--- config.mk ---
export PLATFORM = sky130hd
export DESIGN_NAME = bcd_disp_scan
export DESIGN_NICKNAME = d
export VERILOG_FILES = /design/src/rtl/bcd_disp_scan_pkg.sv /design/src/rtl/seg7_decode.sv /design/src/rtl/bcd_disp_scan.sv
export SDC_FILE = /design/constraint.sdc
export NUM_CORES = 1
export LEC_CHECK = 0
export CORE_MARGIN = 2
export CORE_UTILIZATION = 63
export CTS_CLUSTER_SIZE = 20
export DETAILED_ROUTE_END_ITERATION = 7
export DONT_BUFFER_PORTS = 1
export MAX_ROUTING_LAYER = met4
export PLACE_DENSITY = 0.81
export SLEW_MARGIN = 5
export SYNTH_ARGS = -nofsm -noshare
export SYNTH_HDL_FRONTEND = slang
export SYNTH_HIERARCHICAL = 1
export SYNTH_SLANG_ARGS = --single-unit
--- constraint.sdc ---
create_clock -name clk_i -period 2.77 [get_ports clk_i]
set_input_delay 0.554 -clock clk_i [delete_from_list [all_inputs] [get_ports clk_i]]
set_output_delay 0.554 -clock clk_i [all_outputs]
set_load 0.02 [all_outputs]
--- src/rtl/bcd_disp_scan_pkg.sv ---
// Shared constants and helpers for multiplexed 7-segment displays.
// Segment codes are active-low, ordered g..a as [6:0].
package bcd_disp_scan_pkg;

    localparam int NUM_DIGITS = 5;
    localparam int IDX_W      = 3;

    typedef logic [3:0]       bcd_t;
    typedef logic [6:0]       seg_t;
    typedef logic [IDX_W-1:0] idx_t;

    localparam seg_t SEG_0     = 7'b1000000;
    localparam seg_t SEG_1     = 7'b1111001;
    localparam seg_t SEG_2     = 7'b0100100;
    localparam seg_t SEG_3     = 7'b0110000;
    localparam seg_t SEG_4     = 7'b0011001;
    localparam seg_t SEG_5     = 7'b0010010;
    localparam seg_t SEG_6     = 7'b0000010;
    localparam seg_t SEG_7     = 7'b1111000;
    localparam seg_t SEG_8     = 7'b0000000;
    localparam seg_t SEG_9     = 7'b0010000;
    localparam seg_t SEG_E     = 7'b0000110;
    localparam seg_t SEG_BLANK = 7'b1111111;

    localparam idx_t IDX_FIRST = 3'd0;
    localparam idx_t IDX_LAST  = 3'd4;

    function automatic bcd_t digit_of(
        input logic [4*NUM_DIGITS-1:0] v,
        input idx_t                    k
    );
        bcd_t d;
        d = v[3:0];
        case (k)
            3'd1:    d = v[7:4];
            3'd2:    d = v[11:8];
            3'd3:    d = v[15:12];
            3'd4:    d = v[19:16];
            default: d = v[3:0];
        endcase
        return d;
    endfunction

endpackage

--- src/rtl/seg7_decode.sv ---
// Nibble to active-low 7-segment code; non-BCD values show 'E'.
module seg7_decode
    import bcd_disp_scan_pkg::*;
(
    input  logic [3:0] nibble_i,
    output logic [6:0] seg_o
);

    always_comb begin
        seg_o = SEG_E;
        case (nibble_i)
            4'd0:    seg_o = SEG_0;
            4'd1:    seg_o = SEG_1;
            4'd2:    seg_o = SEG_2;
            4'd3:    seg_o = SEG_3;
            4'd4:    seg_o = SEG_4;
            4'd5:    seg_o = SEG_5;
            4'd6:    seg_o = SEG_6;
            4'd7:    seg_o = SEG_7;
            4'd8:    seg_o = SEG_8;
            4'd9:    seg_o = SEG_9;
            default: seg_o = SEG_E;
        endcase
    end

endmodule

--- src/rtl/bcd_disp_scan.sv ---
// Five-digit BCD multiplexed display scanner with frame-synchronous
// value capture, hold, leading-zero blanking and decimal points.
module bcd_disp_scan
    import bcd_disp_scan_pkg::*;
#(
    parameter int freq_p    = 50000000,
    parameter int scan_hz_p = 1000
) (
    input  logic        clk_i,
    input  logic        nReset_i,
    input  logic [19:0] count_i,
    input  logic        hold_i,
    input  logic        blank_lz_i,
    input  logic [4:0]  dp_i,
    output logic [6:0]  seg_o,
    output logic        dp_o,
    output logic [4:0]  an_o,
    output logic        frame_o
);

    localparam int DIV = freq_p / scan_hz_p;
    localparam int PW  = (DIV > 1) ? $clog2(DIV) : 1;
    localparam logic [PW-1:0] TERM = PW'(DIV - 1);

    logic [PW-1:0] presc;
    logic          tick;
    logic          tick_q;
    logic          frame_start;
    idx_t          idx;
    logic [19:0]   snap;

    bcd_t          cur_digit;
    seg_t          dec_seg;
    logic [4:0]    zero_from;
    logic          blank_cur;

    assign tick        = (presc == TERM);
    assign frame_start = tick && (idx == IDX_LAST);

    always_ff @(posedge clk_i or negedge nReset_i) begin
        if (!nReset_i) begin
            presc <= '0;
        end else if (tick) begin
            presc <= '0;
        end else begin
            presc <= presc + 1'b1;
        end
    end

    always_ff @(posedge clk_i or negedge nReset_i) begin
        if (!nReset_i) begin
            idx     <= IDX_LAST;
            snap    <= '0;
            frame_o <= 1'b0;
            tick_q  <= 1'b0;
        end else begin
            frame_o <= frame_start;
            tick_q  <= tick;
            if (tick) begin
                idx <= (idx == IDX_LAST) ? IDX_FIRST : idx + 3'd1;
            end
            if (frame_start && !hold_i) begin
                snap <= count_i;
            end
        end
    end

    // zero_from[k]: snap digits k..4 are all zero
    always_comb begin
        zero_from[4] = (snap[19:16] == 4'd0);
        zero_from[3] = zero_from[4] && (snap[15:12] == 4'd0);
        zero_from[2] = zero_from[3] && (snap[11:8] == 4'd0);
        zero_from[1] = zero_from[2] && (snap[7:4] == 4'd0);
        zero_from[0] = zero_from[1] && (snap[3:0] == 4'd0);
    end

    assign cur_digit = digit_of(snap, idx);
    assign blank_cur = blank_lz_i
                    && (idx != IDX_FIRST)
                    && zero_from[idx];

    seg7_decode u_dec (
        .nibble_i (cur_digit),
        .seg_o    (dec_seg)
    );

    // Outputs follow the tick by one cycle so idx/snap are already updated.
    always_ff @(posedge clk_i or negedge nReset_i) begin
        if (!nReset_i) begin
            an_o  <= 5'b11111;
            seg_o <= SEG_BLANK;
            dp_o  <= 1'b1;
        end else if (tick_q) begin
            an_o  <= ~(5'b00001 << idx);
            seg_o <= blank_cur ? SEG_BLANK : dec_seg;
            dp_o  <= ~dp_i[idx];
        end
    end

endmodule

== Word level (Yosys, flattened, before mapping) ==
Memories as Yosys holds them, arrays and structs flattened.
Index checks and enable logic that the tools add are counted.

* Multiplexer cells: 8
* Add/sub/neg operators: 2
* Shifts and indexed selects: 1
* Reductions and logical operators: 15
* Order comparisons: 1
* Bitwise operators: 2
* Equality and inequality tests: 5

{| class="wikitable"
|+ Operators with widths
! cell !! count
|-
| $logic_not A4 Y1 || 5
|-
| $add A16 B1 Y16 const B || 1
|-
| $eq A16 B16 Y1 const B || 1
|-
| $mux W16 || 1
|-
| $pmux W4 S4 || 1
|-
| $logic_and A1 B1 Y1 || 8
|-
| $mux W7 || 1
|-
| $bmux W1 S3 || 2
|-
| $eq A3 B2 Y1 const B || 2
|-
| $not A5 Y5 || 1
|-
| $shl A1 B3 Y5 const A || 1
|-
| $lt A3 B4 Y1 const B || 1
|-
| $add A3 B1 Y3 const B || 1
|-
| $eq A3 B1 Y1 const B || 1
|-
| $eq A3 B3 Y1 const B || 1
|-
| $mux W3 || 1
|-
| $reduce_bool A3 Y1 || 1
|-
| $mux W1 || 2
|-
| $logic_not A1 Y1 || 1
|-
| $not A1 Y1 || 1
|}

* Register bits after elaboration: 54
* Output and inout bits: 14
* Bits of input ports: 29
* Bits in read-only memories: 112
* Memories: 1

{| class="wikitable"
|+ Memory list
! memory !! depth !! bits a word !! read ports !! clocked after Yosys merged registers in !! write ports !! RTL line !! RTL
|-
| (no name shown) || 16 || 7 || 1 || 0 || 0 || seg7_decode.sv:11 || <nowiki>case (nibble_i)</nowiki>
|}

== Logic depth before layout (Yosys ltp) ==
Gate-level depths: netlist (run 1).

* Depth after elaboration: 9
* Mapped depth: 15

== Cells and area by module ==
The synthesis (run 1) kept the hierarchy.

{| class="wikitable"
|+ By module, submodules not included
! module !! cells an instance !! times used !! sequential area each (µm²) !! area each (µm²)
|-
| bcd_disp_scan || 236 || 1 || 1368.8 || 2736.4
|-
| seg7_decode || 27 || 1 || 0.0 || 191.4
|}

== Worst setup path before layout (run 1) ==
Ideal clock, no wire load.

* Path kind: register to register
* Start point: register idx[2]
* End point: register seg_o[3]
* Stages on the path, launching flop included: 13
* Clock period less this slack: 2.567 ns
* Data required time: 2.695 ns
* Buffers on the path: 0
* Library setup time: 0.075 ns
* Arrival time: 2.493 ns
* Setup slack: 0.203 ns
* Cell sequence: dfstp_2 > clkinv_1 > ha_1 > nor2_1 > mux2_2 > inv_1 > ha_1 > nand2b_1 > a21oi_1 > inv_1 > nand2_1 > o22ai_1 > a21oi_1

* Word-level cells in the longest chain between the ends: 4
* Elaborated cells between the ends (all ways): 12
* Those cells by class: eq/ne (4); mux (4); reduce/logical (3); memory (1)

{| class="wikitable"
|+ RTL lines
! item !! RTL line !! RTL
|-
| start, declared || bcd_disp_scan.sv:29 || <nowiki>idx_t idx;</nowiki>
|-
| start signal, assigned || bcd_disp_scan.sv:60 || <nowiki>idx <= (idx == IDX_LAST) ? IDX_FIRST : idx + 3'd1;</nowiki>
|-
| $eq A3 B3 Y1, or another cell as far along || bcd_disp_scan_pkg.sv:34 || <nowiki>case (k)</nowiki>
|-
| $pmux W4 S4 * || bcd_disp_scan_pkg.sv:34 ||
|-
| net cur_digit[0] || bcd_disp_scan.sv:32 || <nowiki>bcd_t cur_digit;</nowiki>
|-
| $mem_v2 Z16 W7 * || - ||
|-
| net dec_seg[3] || bcd_disp_scan.sv:33 || <nowiki>seg_t dec_seg;</nowiki>
|-
| $mux W7 * || bcd_disp_scan.sv:95 || <nowiki>seg_o <= blank_cur ? SEG_BLANK : dec_seg;</nowiki>
|-
| end signal, assigned || bcd_disp_scan.sv:95 ||
|-
| end, declared || bcd_disp_scan.sv:15 || <nowiki>output logic [6:0] seg_o,</nowiki>
|}

The timed path passes the listed nets; every way through them passes the cells marked *. The select of a mux whose other input is x is not followed.
A chain may end at the register's enable or synchronous reset.

== Worst setup path in the final report (run 1) ==
* Start point: register idx[1]
* End point: register seg_o[2]

The elaborated chain is that of the path after synthesis.

==> results.txt, run 1 <==
Largest net degree at the start of global routing: 41
All-Layer GR Usage: 25.7%
Post-layout min period: 2.62 ns
Worst path bufs/invs: 4
Distinct cells, synth: 46
Max_slew headroom: 52.5%
Placed cell area: 0.00295 mm²
Top FF cell, synth: dfrtp_1
Slew Viols, Final: 0
Post-Syn Area: 0.00293 mm²
Drt pass-1 iters: 4
DR vias: 1998
Starting DRT DRC Count: 152
Number of synthesized flops with an enable pin: 0
Crit Path Max Fanout: 10
Routed WL per cell: 18.5 µm
# H-tree levels: 2
Combinational Power Share: 1.5%
Mapped Cells: 263
Simple-gate share of the synthesized area: 15.5%
CP Launch Type: flop
Synth Area in Adders: 4.70%
PwrDens: 427 mW/mm²
Worst-Margin Slew: 0.703 ns
Max-Cap Viols: 0
Post-synth net total: 303
Post-synthesis compound-gate area fraction: 10.2%
Clock buffer depth: 2
Synth Area in XOR/XNOR: 3.89%
Row cnt: 24
Area Overhead vs Synth: 6.54%
Initial Utilization: 66.3%
CTS clk-pin slew, worst paths: 0.09 ns
Design Power: 1.33 mW
Sum Neg Setup Slack: 0 ns
Cell Int Power: 1.06 mW
VDD IR max: 0.358 mV
Worst slack at placement: 0.144 ns
Nets: 309
Share of power burned in registers: 59.2%
Total gr overflow: 0
Routed Antenna Nets: 0
Drt drc: 0
CTS Sinks: 54
Root Driver: clkbuf_8
CP max-delay cell: dfrtp_1
Register area share after synthesis: 46.8%
Setup violations, final: 0
Leak: 1.44 nW
HPWL Detailed: 4030 µm
Worst EP arrival: 2.84 ns
Vert. Die Dim: 72.2 µm
Post-layout util: 70.7%
DR vias/cell: 6.20
Placer Congestion: 0.899
Number of global-route vias before repair: 2024
Die W: 72.2 µm
Crit Path Category: flop to flop
Clock share of power: 39.3%
Global-route wire length before repair: 9910 µm
Multiplexer area fraction after synthesis: 13.6%
Leading area contributor after synthesis: dfrtp_1
Worst path max stage delay: 0.44 ns
# diodes: 0
Syn_area_per_cell: 11.1 µm²
DIE AREA: 0.00521 mm²
Main combinational cell family by area after synthesis: simple AND/OR/NAND/NOR gates
Synth area leaders: dfrtp_1 (34%), dfstp_2 (13%), mux2_4 (10%), ha_1 (4.7%), nor2_1 (2.9%)
Sw power: 268 µW
Maximum clock rate: 381 MHz
Final hold violations: 0
Critical path's top delay family: compound AO/OA/AOI/OAI gates
FFs w/ async S/R, synth: 100%
Net Sw Frac: 20.1%
Post-route cell area: 0.00312 mm²
# IOs: 43
Hold Slack: 0.0704 ns
Share of layout cells above drive strength 1: 26.3%
Count of state elements after synthesis: 54
Yosys top cell area share: 34.2%
I/O Buffers: 0
Cells after DPL: 310
Synth warn: 6
Antenna violations before repair: 0
Num CTS Buffers: 5
Setup WS post-layout: 0.148 ns
CP required: 2.99 ns
Hold/Removal Path Class: input port to asynchronous set/reset pin
Status: complete, no violations
CP Cell Sequence: inv_1 -> ha_2 -> inv_1 -> a21oi_1 -> nor2_2 -> buf_4 -> mux2_4 -> or2_1 -> a21o_1 -> inv_1 -> nand2_1 -> o22ai_1 -> a21oi_1
Final worst path period share: 94.6%
Critical Path Sink Type: flop
Non-Filler Instances: 322
Clock skew: 0.00360 ns
Clock latency on the worst-skew pair: 0.31 ns
Most frequent CP cell: inv_1
WL final: 5940 µm
CTS tree: done
Core area: 0.00441 mm²
state kept, by name (all words and copies together), names as in the netlist:
| name | cells |
|---|---|
| snap | 20 |
| presc | 16 |
| seg_o | 7 |
| an_o | 5 |
| idx | 3 |
| dp_o | 1 |
| frame_o | 1 |
| tick_q | 1 |
routing by layer:
layer	vias to the layer above	global-route usage (%)	routed length, µm
met4	0	10.9	170
li1	947	-	-
met2	63	38.2	2800
met5	-	-	0
met1	971	34.3	2630
met3	17	5.56	337
final cells by class:
| cell class | instances | area (µm²) |
|---|---|---|
| multi-input combinational | 182 | 1420 |
| tap | 52 | 65.1 |
| inverter | 15 | 56.3 |
| sequential | 54 | 1370 |
| clock buffer | 6 | 72.6 |
| fill | 318 | 1290 |
| timing repair buffer | 11 | 95.1 |
| clock inverter | 2 | 37.5 |
cell usage after synthesis (2+ instances only):
| library cell | number |
|---|---|
| nand4b_1 | 3 |
| a21oi_1 | 14 |
| buf_6 | 2 |
| or4_1 | 2 |
| o21ai_0 | 8 |
| dfrtp_1 | 40 |
| xor2_1 | 4 |
| nor4_1 | 2 |
| a31oi_1 | 4 |
| nor4b_2 | 2 |
| buf_2 | 3 |
| mux2i_1 | 2 |
| nand3_1 | 6 |
| nor3_1 | 4 |
| nor3b_1 | 2 |
| ha_1 | 11 |
| clkbuf_1 | 4 |
| nand2b_1 | 3 |
| nand2_1 | 16 |
| nor2_1 | 23 |
| mux2_4 | 20 |
| xnor2_1 | 9 |
| o41ai_1 | 2 |
| dfstp_2 | 14 |
| buf_12 | 2 |
| and3_1 | 4 |
| or2_1 | 2 |
| inv_1 | 14 |
| o22ai_1 | 8 |
| mux2_2 | 5 |
| nand4_1 | 7 |
| a22oi_1 | 4 |
| a32oi_1 | 4 |
power groups by stage:
stage	sequential, mW	combinational, mW	clock [mW]
3_5_place_dp	0.804	0.00601	0
3_3_place_gp	0.804	0.00600	0
6_report	0.789	0.0200	0.524
5_1_grt	0.789	0.0228	0.564
4_1_cts	0.789	0.0204	0.525
2_1_floorplan	0.804	0.00473	0
placed cells by master, fill, tap and decap left out, types with 3 or more instances in the layout:
cell	Yosys	routed
dfrtp_1	40	39
mux2_4	20	23
nor2_1	23	22
nand2_1	16	16
dfstp_2	14	14
a21oi_1	14	13
inv_1	14	11
ha_1	11	10
buf_4	1	10
xnor2_1	9	9
o21ai_0	8	8
o22ai_1	8	8
nand4_1	7	7
nand3_1	6	6
clkbuf_8	0	5
a22oi_1	4	4
a32oi_1	4	4
nor3_1	4	4
and3_1	4	4
xor2_1	4	4
a31oi_1	4	4
inv_2	0	3
nand4b_1	3	3
nand2b_1	3	3
cell families (layout without fill, tap and decap cells):
family / count (synthesis) / count (layout)
adder cells (fa/ha/maj): 11 / 11
buffers and inverters: 27 / 34
AO/OA/AOI/OAI: 48 / 48
XOR/XNOR: 13 / 13
multiplexers: 28 / 28
AND/OR/NAND/NOR: 82 / 82
flip-flops: 54 / 54
repair_timing:
| item | 4_1_cts | 5_1_grt |
|---|---|---|
| endpoints found under the hold margin | 40 | 0 |
| hold buffers | 1 | 0 |
| setup endpoints to repair | 0 | 7 |
| setup buffers | 0 | 3 |
| resized for setup | 0 | 10 |
final timing paths:
kind	from	to	slack, ns	cells past startpoint
hold / removal	nReset_i	snap[2]$_DFFE_PN0P_	0.07	1
setup reg to reg	idx[1]$_DFFE_PN0P_	seg_o[2]$_DFFE_PN1P_	0.15	13
hold reg to reg	presc[0]$_DFF_PN0_	presc[0]$_DFF_PN0_	0.49	1
min in group clk_i	count_i[15]	snap[15]$_DFFE_PN0P_	0.38	1
max in group asynchronous	nReset_i	idx[0]$_DFFE_PN0P_	2.49	1
setup / recovery	idx[1]$_DFFE_PN0P_	seg_o[2]$_DFFE_PN1P_	0.15	13
No activity file was read; power rests on OpenSTA's default activity.
==> run 2: changes to the inputs <==
GPL_ROUTABILITY_DRIVEN = 0   (was unset)
==> results of run 2 <==
Same layout as run 1: the final DEF is identical, and so are final timing and power.
==> run 3: changes to the inputs <==
CORE_UTILIZATION = 35   (was 63)
PLACE_DENSITY = unset   (was 0.81)
==> run 3 against run 2 <==
Via count fell by 2.3%. Global-route usage fell by 11 points. Sequential power is essentially flat. Cell count up 17%. Non-clock buffer count fell by 1. Die area rose by 75%. Maximum frequency is 1.8% higher. First-iteration DRC count down 63%. Register-to-register slack improved by 0.05 ns. Wire length up 5.6%. Largest power group unchanged. Highest routed layer unchanged.
==> results.txt, run 3 (synthesis gave the netlist of run 1 again) <==
Drt pass-1 iters: 4
Placed cell area: 0.00301 mm²
Vert. Die Dim: 95.5 µm
VDD IR max: 0.181 mV
Total gr overflow: 0
Crit Path Max Fanout: 5
Final hold violations: 0
DR vias: 1953
Num CTS Buffers: 5
Design Power: 1.25 mW
Largest net degree at the start of global routing: 41
Clock skew: 0.00843 ns
DR vias/cell: 5.19
R2r startpoint: idx[0]$_DFFE_PN0P_
Largest register FFs: 20
Starting DRT DRC Count: 56
Combinational Power Share: 1.6%
Commonest non-fill, non-tap cell in the layout: dfrtp_1
Leak: 1.42 nW
Largest registers: snap x20, presc x16, seg_o x7
Worst-Margin Slew: 0.761 ns
Root Driver: clkbuf_8
CTS Sinks: 54
# H-tree levels: 2
CTS tree: done
Hold/Removal Path Class: input port to asynchronous set/reset pin
Max_slew headroom: 48.6%
Die W: 95.5 µm
Post-layout util: 38.6%
Sw power: 272 µW
Number of global-route vias before repair: 2007
Core area: 0.00818 mm²
Sum Neg Setup Slack: 0 ns
Nets: 308
HPWL Detailed: 4480 µm
Setup slack, reg-to-reg: 0.20 ns
WL final: 6280 µm
Maximum clock rate: 388 MHz
Antenna violations before repair: 2
Reg with most FFs: snap
Cell Int Power: 975 µW
Share of power burned in registers: 63.3%
Area Overhead vs Synth: 7.82%
Worst EP arrival: 2.81 ns
Net Sw Frac: 21.8%
R2R cell count: 14
Row cnt: 33
Clock latency on the worst-skew pair: 0.31 ns
Global-route wire length before repair: 10100 µm
Initial Utilization: 35.8%
All-Layer GR Usage: 14.9%
Setup violations, final: 0
I/O Buffers: 0
Post-route cell area: 0.00316 mm²
Drt drc: 0
CTS clk-pin slew, worst paths: 0.10 ns
Routed Antenna Nets: 0
DIE AREA: 0.00911 mm²
Final worst path period share: 92.9%
RSZ-0062 raised after global routing: false
Clock buffer depth: 2
CP Launch Type: flop
Clock share of power: 35.1%
Critical R2R Capture: seg_o[3]$_DFFE_PN1P_
Hold Slack: 0.0644 ns
Slew Viols, Final: 0
Status: complete, no violations
Crit Path Category: flop to flop
CP required: 3.01 ns
Critical Path Sink Type: flop
Most frequent cells in the layout: dfrtp_1 (39), mux2_4 (23), nor2_1 (22)
Max-Cap Viols: 0
Routed WL per cell: 16.7 µm
Share of layout cells above drive strength 1: 25.7%
PwrDens: 395 mW/mm²
# IOs: 43
Post-layout min period: 2.57 ns
-- run 3: changes by cell type in the layout (fill, tap and decap cells not counted) --
cell       previous run  this run
buf_4                10         9
bufinv_16             1         0
clkbuf_1              1         2
diode_2               0         2
-- run 3: what timing repair did --
item,in CTS,in global routing
hold endpoints to repair,40,0
setup buffers,0,2
gates resized for setup,0,10
setup endpoints to repair,0,7
hold buffers,1,0
-- run 3: worst max-delay path by stage --
stage,from,endpoint,slack [ns],cells after the start
floorplan,idx[2]$_DFFE_PN1P_,seg_o[3]$_DFFE_PN1P_,0.20,12
global placement,idx[0]$_DFFE_PN0P_,seg_o[3]$_DFFE_PN1P_,0.21,14
detailed placement,idx[0]$_DFFE_PN0P_,seg_o[3]$_DFFE_PN1P_,0.10,14
CTS,idx[0]$_DFFE_PN0P_,seg_o[3]$_DFFE_PN1P_,0.04,14
global route,idx[0]$_DFFE_PN0P_,seg_o[3]$_DFFE_PN1P_,0.006,14
finish,idx[0]$_DFFE_PN0P_,seg_o[3]$_DFFE_PN1P_,0.20,14
-- run 3: critical path, cell delays in order (launching register included) --
cell and delay, ns:
dfrtp_2 0.42, inv_1 0.11, ha_1 0.23, nor3_1 0.18, a21oi_1 0.07, nor2_2 0.20
mux2_4 0.35, inv_2 0.09, ha_1 0.24, nand2b_1 0.15, a21oi_1 0.14, inv_1 0.07
nand2_1 0.05, o22ai_1 0.06, a21oi_1 0.14
-- run 3: cell type report --
type                    instances  area, µm²
clock inverters                 1       7.51
multi-input cells             182       1420
fillers                       827       5020
well taps                     105        131
inverters                      15       56.3
repair buffers                 10       87.6
clock buffers                   7       76.3
diodes                          2       5.00
flip-flops and latches         54       1370
-- run 3: stage by stage --
stage	setup slack, ns	cells
6_report	0.196	376
5_1_grt	0.00567	376
4_1_cts	0.0397	372
3_5_place_dp	0.100	363
3_3_place_gp	0.210	363
2_1_floorplan	0.203	263
-- run 3: power by group through the flow --
stage               logic, mW  registers, mW  clock network (mW)
floorplan             0.00473          0.804                   0
global placement      0.00603          0.804                   0
detailed placement    0.00601          0.804                   0
CTS                    0.0210          0.789               0.458
global route           0.0230          0.789               0.487
finish                 0.0199          0.789               0.438
-- run 3: routing by layer --
metal  share of wire (%)  track usage, %  vias up
li1                    -               -      949
met2                  46            23.0       52
met4                 2.1            6.07        0
met5                   0               -        -
met1                  46            18.6      940
met3                 5.7            4.19       12
